[config.mk]
export PLATFORM = sky130hd
export DESIGN_NAME = forwarding_scoreboard
export DESIGN_NICKNAME = d
export VERILOG_FILES = /design/src/rtl/fwd_pkg.sv /design/src/rtl/fwd_lane.sv /design/src/rtl/forwarding_scoreboard.sv
export SDC_FILE = /design/constraint.sdc
export NUM_CORES = 1
export LEC_CHECK = 0
export BUFFER_PORTS_ARGS = -buffer_cell sky130_fd_sc_hd__buf_2
export CORE_ASPECT_RATIO = 1.75
export CORE_MARGIN = 5
export CORE_UTILIZATION = 29
export DETAILED_ROUTE_END_ITERATION = 12
export PLACE_DENSITY = 0.62
export SYNTH_ARGS = -nofsm -noshare
export SYNTH_HDL_FRONTEND = slang
export SYNTH_SLANG_ARGS = --single-unit
[constraint.sdc]
create_clock -name clk -period 2.9 [get_ports clk]
set_input_delay 0.435 -clock clk [delete_from_list [all_inputs] [get_ports clk]]
set_output_delay 0.435 -clock clk [all_outputs]
set_load 0.03 [all_outputs]
[src/rtl/fwd_pkg.sv]
// Shared types and the per-operand source-selection rule for the forwarding scoreboard.
//   REG_W      : register index width
//   fwd_src_e  : which producer an operand resolves to
//   fwd_select : priority compare of one source index against the in-flight producers
package fwd_pkg;

  localparam int unsigned REG_W = 5;

  typedef enum logic [1:0] {
    SRC_NONE,
    SRC_MC,
    SRC_EXMEM,
    SRC_MEMWB
  } fwd_src_e;

  // The in-flight MC result is the youngest producer, so it is checked first.
  // EX/MEM is checked next, then MEM/WB. Register 0 never forwards.
  function automatic fwd_src_e fwd_select(
    input logic [REG_W-1:0] rs,
    input logic             pend_v,
    input logic [REG_W-1:0] pend_rd,
    input logic             ex_mem_regwrite,
    input logic [REG_W-1:0] ex_mem_rd,
    input logic             mem_wb_regwrite,
    input logic [REG_W-1:0] mem_wb_rd
  );
    fwd_src_e src;
    src = SRC_NONE;
    if (rs == '0) begin
      src = SRC_NONE;
    end else if (pend_v && (pend_rd == rs)) begin
      src = SRC_MC;
    end else if (ex_mem_regwrite && (ex_mem_rd == rs)) begin
      src = SRC_EXMEM;
    end else if (mem_wb_regwrite && (mem_wb_rd == rs)) begin
      src = SRC_MEMWB;
    end
    return src;
  endfunction

endpackage

[src/rtl/fwd_lane.sv]
// One source operand's forwarding resolution.
// Inputs : rs (operand index), scoreboard state (pend_v, pend_rd, mc_done, mc_result),
//          EX/MEM control and candidates, MEM/WB write-back.
// Outputs: flag (use data instead of register file), data, lane_stall (operand not ready).
module fwd_lane
  import fwd_pkg::*;
#(
  parameter int unsigned XLEN = 32
) (
  input  logic [REG_W-1:0] rs,
  input  logic             pend_v,
  input  logic [REG_W-1:0] pend_rd,
  input  logic             mc_done,
  input  logic [XLEN-1:0]  mc_result,
  input  logic             ex_mem_regwrite,
  input  logic             ex_mem_memread,
  input  logic             ex_mem_jump,
  input  logic [REG_W-1:0] ex_mem_rd,
  input  logic [XLEN-1:0]  ex_mem_alu_result,
  input  logic [XLEN-1:0]  ex_mem_pc_step,
  input  logic             mem_wb_regwrite,
  input  logic [REG_W-1:0] mem_wb_rd,
  input  logic [XLEN-1:0]  mem_wb_data,
  output logic             flag,
  output logic [XLEN-1:0]  data,
  output logic             lane_stall
);

  fwd_src_e src;

  always_comb begin
    src        = fwd_select(rs, pend_v, pend_rd, ex_mem_regwrite, ex_mem_rd,
                            mem_wb_regwrite, mem_wb_rd);
    flag       = 1'b0;
    data       = mem_wb_data;
    lane_stall = 1'b0;
    unique case (src)
      SRC_MC: begin
        if (mc_done) begin
          flag = 1'b1;
          data = mc_result;
        end else begin
          lane_stall = 1'b1;
        end
      end
      SRC_EXMEM: begin
        // Load data is not available until MEM/WB: load-use bubble.
        if (ex_mem_memread) begin
          lane_stall = 1'b1;
        end else begin
          flag = 1'b1;
          data = ex_mem_jump ? ex_mem_pc_step : ex_mem_alu_result;
        end
      end
      SRC_MEMWB: begin
        flag = 1'b1;
        data = mem_wb_data;
      end
      default: ;
    endcase
  end

endmodule

[src/rtl/forwarding_scoreboard.sv]
// EX-stage forwarding with load-use and multi-cycle-unit hazard handling.
// A one-entry scoreboard tracks the single in-flight MC op with a latency counter.
// Inputs : ID/EX operand/destination info, EX/MEM and MEM/WB forward candidates, mc_result.
// Outputs: fwd_flag/fwd_data per operand, stall (gates IF/ID and ID/EX),
//          mc_busy, mc_done (write mc_result at mc_pending_rd), mc_pending_rd.
module forwarding_scoreboard
  import fwd_pkg::*;
#(
  parameter int unsigned XLEN   = 32,
  parameter int unsigned NSRC   = 2,
  parameter int unsigned MC_LAT = 4
) (
  input  logic                  clk,
  input  logic                  rst,
  input  logic                  id_ex_valid,
  input  logic [REG_W*NSRC-1:0] id_ex_rs,
  input  logic [REG_W-1:0]      id_ex_rd,
  input  logic                  id_ex_regwrite,
  input  logic                  id_ex_mc,
  input  logic                  ex_fire,
  input  logic                  ex_mem_regwrite,
  input  logic                  ex_mem_memread,
  input  logic                  ex_mem_jump,
  input  logic [REG_W-1:0]      ex_mem_rd,
  input  logic [XLEN-1:0]       ex_mem_alu_result,
  input  logic [XLEN-1:0]       ex_mem_pc_step,
  input  logic                  mem_wb_regwrite,
  input  logic [REG_W-1:0]      mem_wb_rd,
  input  logic [XLEN-1:0]       mem_wb_data,
  input  logic [XLEN-1:0]       mc_result,
  output logic [NSRC-1:0]       fwd_flag,
  output logic [XLEN*NSRC-1:0]  fwd_data,
  output logic                  stall,
  output logic                  mc_busy,
  output logic                  mc_done,
  output logic [REG_W-1:0]      mc_pending_rd
);

  logic [3:0]       cnt_q, cnt_d;
  logic             pend_v_q, pend_v_d;
  logic [REG_W-1:0] pend_rd_q, pend_rd_d;
  logic [NSRC-1:0]  lane_stall;
  logic             struct_hz, waw_hz, issue;

  assign mc_busy       = (cnt_q != 4'd0);
  assign mc_done       = (cnt_q == 4'd1);
  assign mc_pending_rd = pend_rd_q;

  for (genvar i = 0; i < NSRC; i++) begin : g_lane
    fwd_lane #(
      .XLEN(XLEN)
    ) u_lane (
      .rs               (id_ex_rs[REG_W*i +: REG_W]),
      .pend_v           (pend_v_q),
      .pend_rd          (pend_rd_q),
      .mc_done          (mc_done),
      .mc_result        (mc_result),
      .ex_mem_regwrite  (ex_mem_regwrite),
      .ex_mem_memread   (ex_mem_memread),
      .ex_mem_jump      (ex_mem_jump),
      .ex_mem_rd        (ex_mem_rd),
      .ex_mem_alu_result(ex_mem_alu_result),
      .ex_mem_pc_step   (ex_mem_pc_step),
      .mem_wb_regwrite  (mem_wb_regwrite),
      .mem_wb_rd        (mem_wb_rd),
      .mem_wb_data      (mem_wb_data),
      .flag             (fwd_flag[i]),
      .data             (fwd_data[XLEN*i +: XLEN]),
      .lane_stall       (lane_stall[i])
    );
  end

  always_comb begin
    // In the completion cycle the MC unit is free and the pending write retires,
    // so neither the structural nor the WAW hazard applies.
    struct_hz = id_ex_mc & mc_busy & ~mc_done;
    waw_hz    = id_ex_regwrite & pend_v_q & (id_ex_rd == pend_rd_q) & ~mc_done;
    stall     = id_ex_valid & ((|lane_stall) | struct_hz | waw_hz);
    issue     = id_ex_valid & id_ex_mc & ex_fire & ~stall;
  end

  always_comb begin
    cnt_d     = cnt_q;
    pend_v_d  = pend_v_q;
    pend_rd_d = pend_rd_q;
    if (issue) begin
      // Reload wins over retirement of the op completing this cycle.
      cnt_d     = 4'(MC_LAT);
      pend_v_d  = id_ex_regwrite & (id_ex_rd != '0);
      pend_rd_d = id_ex_rd;
    end else begin
      if (mc_busy) begin
        cnt_d = cnt_q - 4'd1;
      end
      if (mc_done) begin
        pend_v_d  = 1'b0;
        pend_rd_d = '0;
      end
    end
  end

  always_ff @(posedge clk or posedge rst) begin
    if (rst) begin
      cnt_q     <= 4'd0;
      pend_v_q  <= 1'b0;
      pend_rd_q <= '0;
    end else begin
      cnt_q     <= cnt_d;
      pend_v_q  <= pend_v_d;
      pend_rd_q <= pend_rd_d;
    end
  end

endmodule

==> results of run 1 <==
cell usage in the layout (no fill, tap or decap), types with 4 or more instances in the layout:
cell / count
inv_1: 9
xnor2_1: 13
dfrtp_1: 10
buf_6: 37
mux2i_1: 68
clkbuf_16: 5
o31a_1: 30
nor2_1: 94
buf_12: 12
buf_4: 43
ha_1: 5
nand2b_1: 30
a22o_1: 32
nand2_1: 16
a21oi_1: 32
buf_2: 197
xor2_1: 24
o22ai_1: 31
nor4_1: 4
power groups by stage:
stage	combinational, W	clock (W)	sequential, W
4_1_cts	0.00184	0.000280	0.000277
2_1_floorplan	0.00105	0	0.000329
3_5_place_dp	0.00173	0	0.000278
3_3_place_gp	0.00172	0	0.000278
6_report	0.00188	0.000277	0.000277
5_1_grt	0.00201	0.000283	0.000289
logic make-up (layout without fill, tap and decap cells):
group           Yosys count  after routing
buf+inv                  59            310
xor+xnor                 37             37
fa+ha+maj                 7              7
flops                    10             10
simple gates            178            178
compound gates          141            141
mux                      69             69
final timing paths:
kind                                   from                to  cells after the start
max                            mem_wb_rd[3]             stall                     12
min                                     rst  mc_pending_rd[0]                      2
max reg2reg                mc_pending_rd[3]          cnt_q[0]                     11
min reg2reg                        cnt_q[1]          cnt_q[1]                      1
max in group asynchronous               rst          cnt_q[0]                      2
min in group clk                id_ex_rd[3]  mc_pending_rd[3]                      3
final cells by class:
| cell class | count | area (sq um) |
|---|---|---|
| Fill cell | 1215 | 6190 |
| Multi-Input combinational cell | 432 | 3080 |
| Timing Repair Buffer | 292 | 2030 |
| Sequential cell | 10 | 250 |
| Tap cell | 137 | 171 |
| Clock buffer | 4 | 88.8 |
| Inverter | 14 | 57.6 |
layer usage:
metal,wire length [microns],vias to the layer above
met4,602,2
li1,-,2325
met1,5540,2275
met5,20,-
met2,8570,231
met3,1090,45
stage by stage:
stage,instances,hold slack (ps)
6_report,889,171
5_1_grt,889,216
4_1_cts,884,189
3_5_place_dp,880,443
3_3_place_gp,880,433
2_1_floorplan,501,275
worst reg2reg max path, cell delays in order, from the launching register on:
cell	delay [ps]
dfrtp_1	430
xor2_1	180
nor4_1	260
and3_1	230
or3_4	160
inv_2	50
ha_4	170
a22oi_2	180
o221ai_2	130
a211oi_4	270
nand4_4	250
and2_1	210
registers in the layout, indices dropped and copies added, names as in the netlist:
signal         count
mc_pending_rd      5
pend_v_q           1
cnt_q              4
timing repair:
action,in CTS,in global routing
gates resized for setup,84,11
pin swaps,8,4
cloned,0,3
endpoints found under the setup margin,68,66
buffers inserted,0,2
==> impl_metrics.ini, run 1 <==
[timing]
slew_viol_final = 0
min_period_over_period = 1.05
timing.fmax_mhz = 330
tightestPinTransition_ps = 805
rsz0062_at_grt = true
fin_crit_ps = 3030
relSlewSlack = 0.458
finClkSkew_ps = 7.20
fin_tns_setup_ps = -3120
final_hold_viol_count = 0
finalSetupViolations = 33
fin_ws_ps = -132

[power]
p_sw_frac = 0.490
p_clk_frac = 0.114
pwr-share-comb = 0.772
power.density_nw_per_um2 = 428
leakage_nw = 2.84
p_sw_w = 0.00119
pwr-share-seq = 0.114
vdd_ir_drop_max_v = 0.000462
finalPower_w = 0.00243
power.internal_w = 0.00124

[flow_run]
drv_cap = 0

[logic_synthesis]
synth_fa_ha_area_frac = 0.0253
yosysMostFrequentCell = nor2_1
synth_seq_cells = 10
synthFlopType = dfrtp_1
synth_seq_area_share = 0.0722
synth_top_area_cell = mux2i_1
avgSynthCellArea_sq_um = 6.92
yosysWarnings = 0
netlist-cell-type-count = 45
muxShareOfSynthArea = 0.199
synth-simple-area-share = 0.246
synth-xor-area-share = 0.0934
synthTopCellsByArea = mux2i_1, nor2_1, a22o_1
synth_compound_area_frac = 0.296
synth_edf_count = 0
synth_top_area_share = 0.199
synth_area_sq_um = 3470
synth.top_cells.by_count = nor2_1, mux2i_1, a21oi_1, a22o_1, o22ai_1
syn_inst = 501
synth_nets = 671
synthArstFlopShare = 1.00
synth_top_family_by_area = compound AO/OA/AOI/OAI gates

[grt]
met2_usage = 0.390
grt-busiest-layer = met2
grt.overflow.total = 0
met1_usage = 0.212
grt_usage = 0.202
grt_first_pass_wirelength_microns = 23700
grt_start_max_net_pins = 36
antenna_found_initial = 1
globalRouteMet3Util = 0.0277
grt_pass1_vias = 4900

[layout]
final_util = 0.478
area_growth_pct = 63.7
antenna_cells = 0
nets = 923
stdcell_area_sq_um = 5680
drive_gt1_frac = 0.430

[status]
violations = negative setup slack
status = finished, violations left

[critical_path]
crit_path_top_delay_cell = or3_4
crit_buf_inv = 2
critPathTopFamily = simple AND/OR/NAND/NOR gates
path_common_cell = buf_6
path_cells = buf_6 -> xor2_1 -> nor4_2 -> and3_1 -> nor2_1 -> or3_4 -> ha_4 -> a22oi_2 -> o221ai_2 -> a211oi_4 -> nor2b_2 -> buf_6
crit_type = input port to primary output
cp-end-kind = primary output
crit_required_ps = 2470
reg2reg_slack_ps = 240
crit_path_start_kind = input port
crit_arrival_ps = 2600
slowest_delay_ps = 360
crit_fanout = 4

[place]
place_ws_ps = -328
dp_hpwl_microns = 12400
postPlaceCellArea_sq_um = 5180
place_congestion = 0.892
portBuffers = 236

[floorplanning]
start_util = 0.292
die_w_microns = 92.7
ios = 237
row_count = 53
coreArea_sq_um = 11900
die_area_sq_um = 14300
dieHeight_microns = 155

[clocking]
clkLatencyLatePin_ps = 240
numCtsBuffers = 3
hold_buffers = 0
root_buffer = clkbuf_16
clk_pin_slew_worst_paths_ps = 40
cts_max_path_buffers = 2
cts_tree = yes
h-tree-depth = 1
clock_sinks = 10

[route]
ant_nets = 0
drt_first_pass_iters = 4
totalWireLength_microns = 15800
wire_per_inst_microns = 17.8
vias = 4878
drtIter0Drc = 174
vias_per_cell = 5.49
drc = 0

[hold_path]
hold_path_class = input port to asynchronous set/reset pin
Note: power is estimated with default switching activity, not from simulation.
==> inputs of run 2 (changes only) <==
Settings changed: RECOVER_POWER set to 100.
==> run 2 against run 1 <==
The flow still finishes with violations (negative setup slack). Die area unchanged. Maximum frequency about the same. Sequential power about the same. Combinational power about the same. Highest routed layer unchanged. First-iteration DRC count down 2.3%. Global-route usage unchanged. Critical path type unchanged. Critical path depth unchanged. Non-clock buffer count unchanged. Design area down 0.20%. Count of clock-buffer cells in the layout unchanged. Critical endpoint unchanged. Sequential share of layout area about the same. Routed wire length down 0.30%.
==> impl_metrics.ini, run 2 (synthesis gave the netlist of run 1 again) <==
[critical_path]
crit_path_start_kind = input port
path_common_cell = buf_6
crit_buf_inv = 2
critPathTopFamily = simple AND/OR/NAND/NOR gates
crit_fanout = 4
crit_required_ps = 2470
slowest_delay_ps = 360
cp-end-kind = primary output
r2r-start = mc_pending_rd[3]
worst_r2r_path_depth = 11
reg2reg_slack_ps = 240
crit_arrival_ps = 2600
crit_type = input port to primary output
crit_path_top_delay_cell = or3_4
path_cells = buf_6 -> xor2_1 -> nor4_2 -> and3_1 -> nor2_1 -> or3_4 -> ha_4 -> a22oi_2 -> o221ai_2 -> a211oi_4 -> nor2b_2 -> buf_6
r2r-end = cnt_q[1]

[timing]
fin_crit_ps = 3030
finClkSkew_ps = 7.00
finalSetupViolations = 33
slew_viol_final = 0
min_period_over_period = 1.05
rsz0062_at_grt = true
final_hold_viol_count = 0
relSlewSlack = 0.454
timing.fmax_mhz = 330
fin_ws_ps = -134
tightestPinTransition_ps = 812
hold_ws_ps = 171

[clocking]
root_buffer = clkbuf_16
h-tree-depth = 1
clk_pin_slew_worst_paths_ps = 40
numCtsBuffers = 3
cts_max_path_buffers = 2
cts_tree = yes
clkLatencyLatePin_ps = 240
clock_sinks = 10

[flow_run]
drv_cap = 0

[status]
status = finished, violations left
violations = negative setup slack

[grt]
antenna_found_initial = 1
grt_start_max_net_pins = 36
grt_first_pass_wirelength_microns = 23700
grt_pass1_vias = 4900
grt_usage = 0.202
grt.overflow.total = 0

[route]
totalWireLength_microns = 15800
drt_first_pass_iters = 4
wire_per_inst_microns = 17.7
vias = 4850
vias_per_cell = 5.46
ant_nets = 0
drc = 0
drtIter0Drc = 170

[floorplanning]
row_count = 53
dieHeight_microns = 155
coreArea_sq_um = 11900
start_util = 0.292
die_area_sq_um = 14300
ios = 237
die_w_microns = 92.7

[place]
dp_hpwl_microns = 12400
postPlaceCellArea_sq_um = 5180
place_ws_ps = -328
portBuffers = 236
place_congestion = 0.892

[layout]
area_growth_pct = 63.4
stdcell_area_sq_um = 5670
n_fill_cell = 1222
antenna_cells = 0
largest_reg_flops = 5
nets = 923
drive_gt1_frac = 0.419
final_cell_mix = buf_2, nor2_1, mux2i_1, buf_4, buf_6
final_common_cell = buf_2

[power]
power.density_nw_per_um2 = 426
leakage_nw = 2.81
vdd_ir_drop_max_v = 0.000462

[hold_path]
hold_path_class = input port to asynchronous set/reset pin
-- run 2: changes by cell type in the layout (fill, tap and decap cells not counted), sizes merged --
cell	before	now
clkbuf	6	15
buf	290	281
-- run 2: final cells by class --
type                    instances  area, sq um  share of cell area
flip-flops and latches         10          250              0.0442
clock buffers                   4         88.8              0.0157
well taps                     137          171              0.0302
multi-input cells             432         3080               0.543
inverters                      14         57.6              0.0102
repair buffers                292         2020               0.357
-- run 2: through the flow --
step                total power [W]  setup TNS [ps]   util  cells
finish                      0.00241           -3150  0.477    889
global route                0.00257           -6350  0.477    889
CTS                         0.00240           -1980  0.468    884
detailed placement          0.00201           -9860  0.436    880
global placement            0.00200           -8290  0.436    880
floorplan                   0.00138               0      -    501
-- run 2: worst max-delay path by stage --
| stage | end | startpoint | cells after the start | slack (ps) |
|---|---|---|---|---|
| 3_5_place_dp | stall | id_ex_rs[7] | 11 | -330 |
| 2_1_floorplan | fwd_data[32] | ex_mem_rd[2] | 10 | 20 |
| 4_1_cts | fwd_data[37] | id_ex_rs[7] | 10 | -110 |
| 3_3_place_gp | stall | ex_mem_rd[3] | 12 | -280 |
| 6_report | stall | mem_wb_rd[3] | 12 | -130 |
| 5_1_grt | stall | mem_wb_rd[2] | 12 | -230 |
-- run 2: repair_timing --
item / CTS / global route
setup buffers: 0 / 2
pin swaps: 8 / 4
setup endpoints to repair: 68 / 66
cloned: 0 / 3
gates resized for setup: 84 / 11
hold buffers: 0 / 0
-- run 2: worst reg2reg max path: cells and delay by family, from the launching register on --
kind | cells | cell delay (ps)
AND/OR/NAND/NOR | 4 | 900
adder cells (fa/ha/maj) | 1 | 170
buffers and inverters | 1 | 50
AO/OA/AOI/OAI | 4 | 790
XOR/XNOR | 1 | 190
flip-flops | 1 | 430
-- run 2: where the power goes --
part           internal [W]  switching [W]
Sequential         0.000205      0.0000717
Clock              0.000208      0.0000686
Combinational      0.000813        0.00105
Total               0.00123        0.00119
-- run 2: metal layers --
layer	wire, microns	track usage
met4	591	0.0908
met5	20	0
met1	5610	0.212
met3	1020	0.0277
met2	8530	0.390
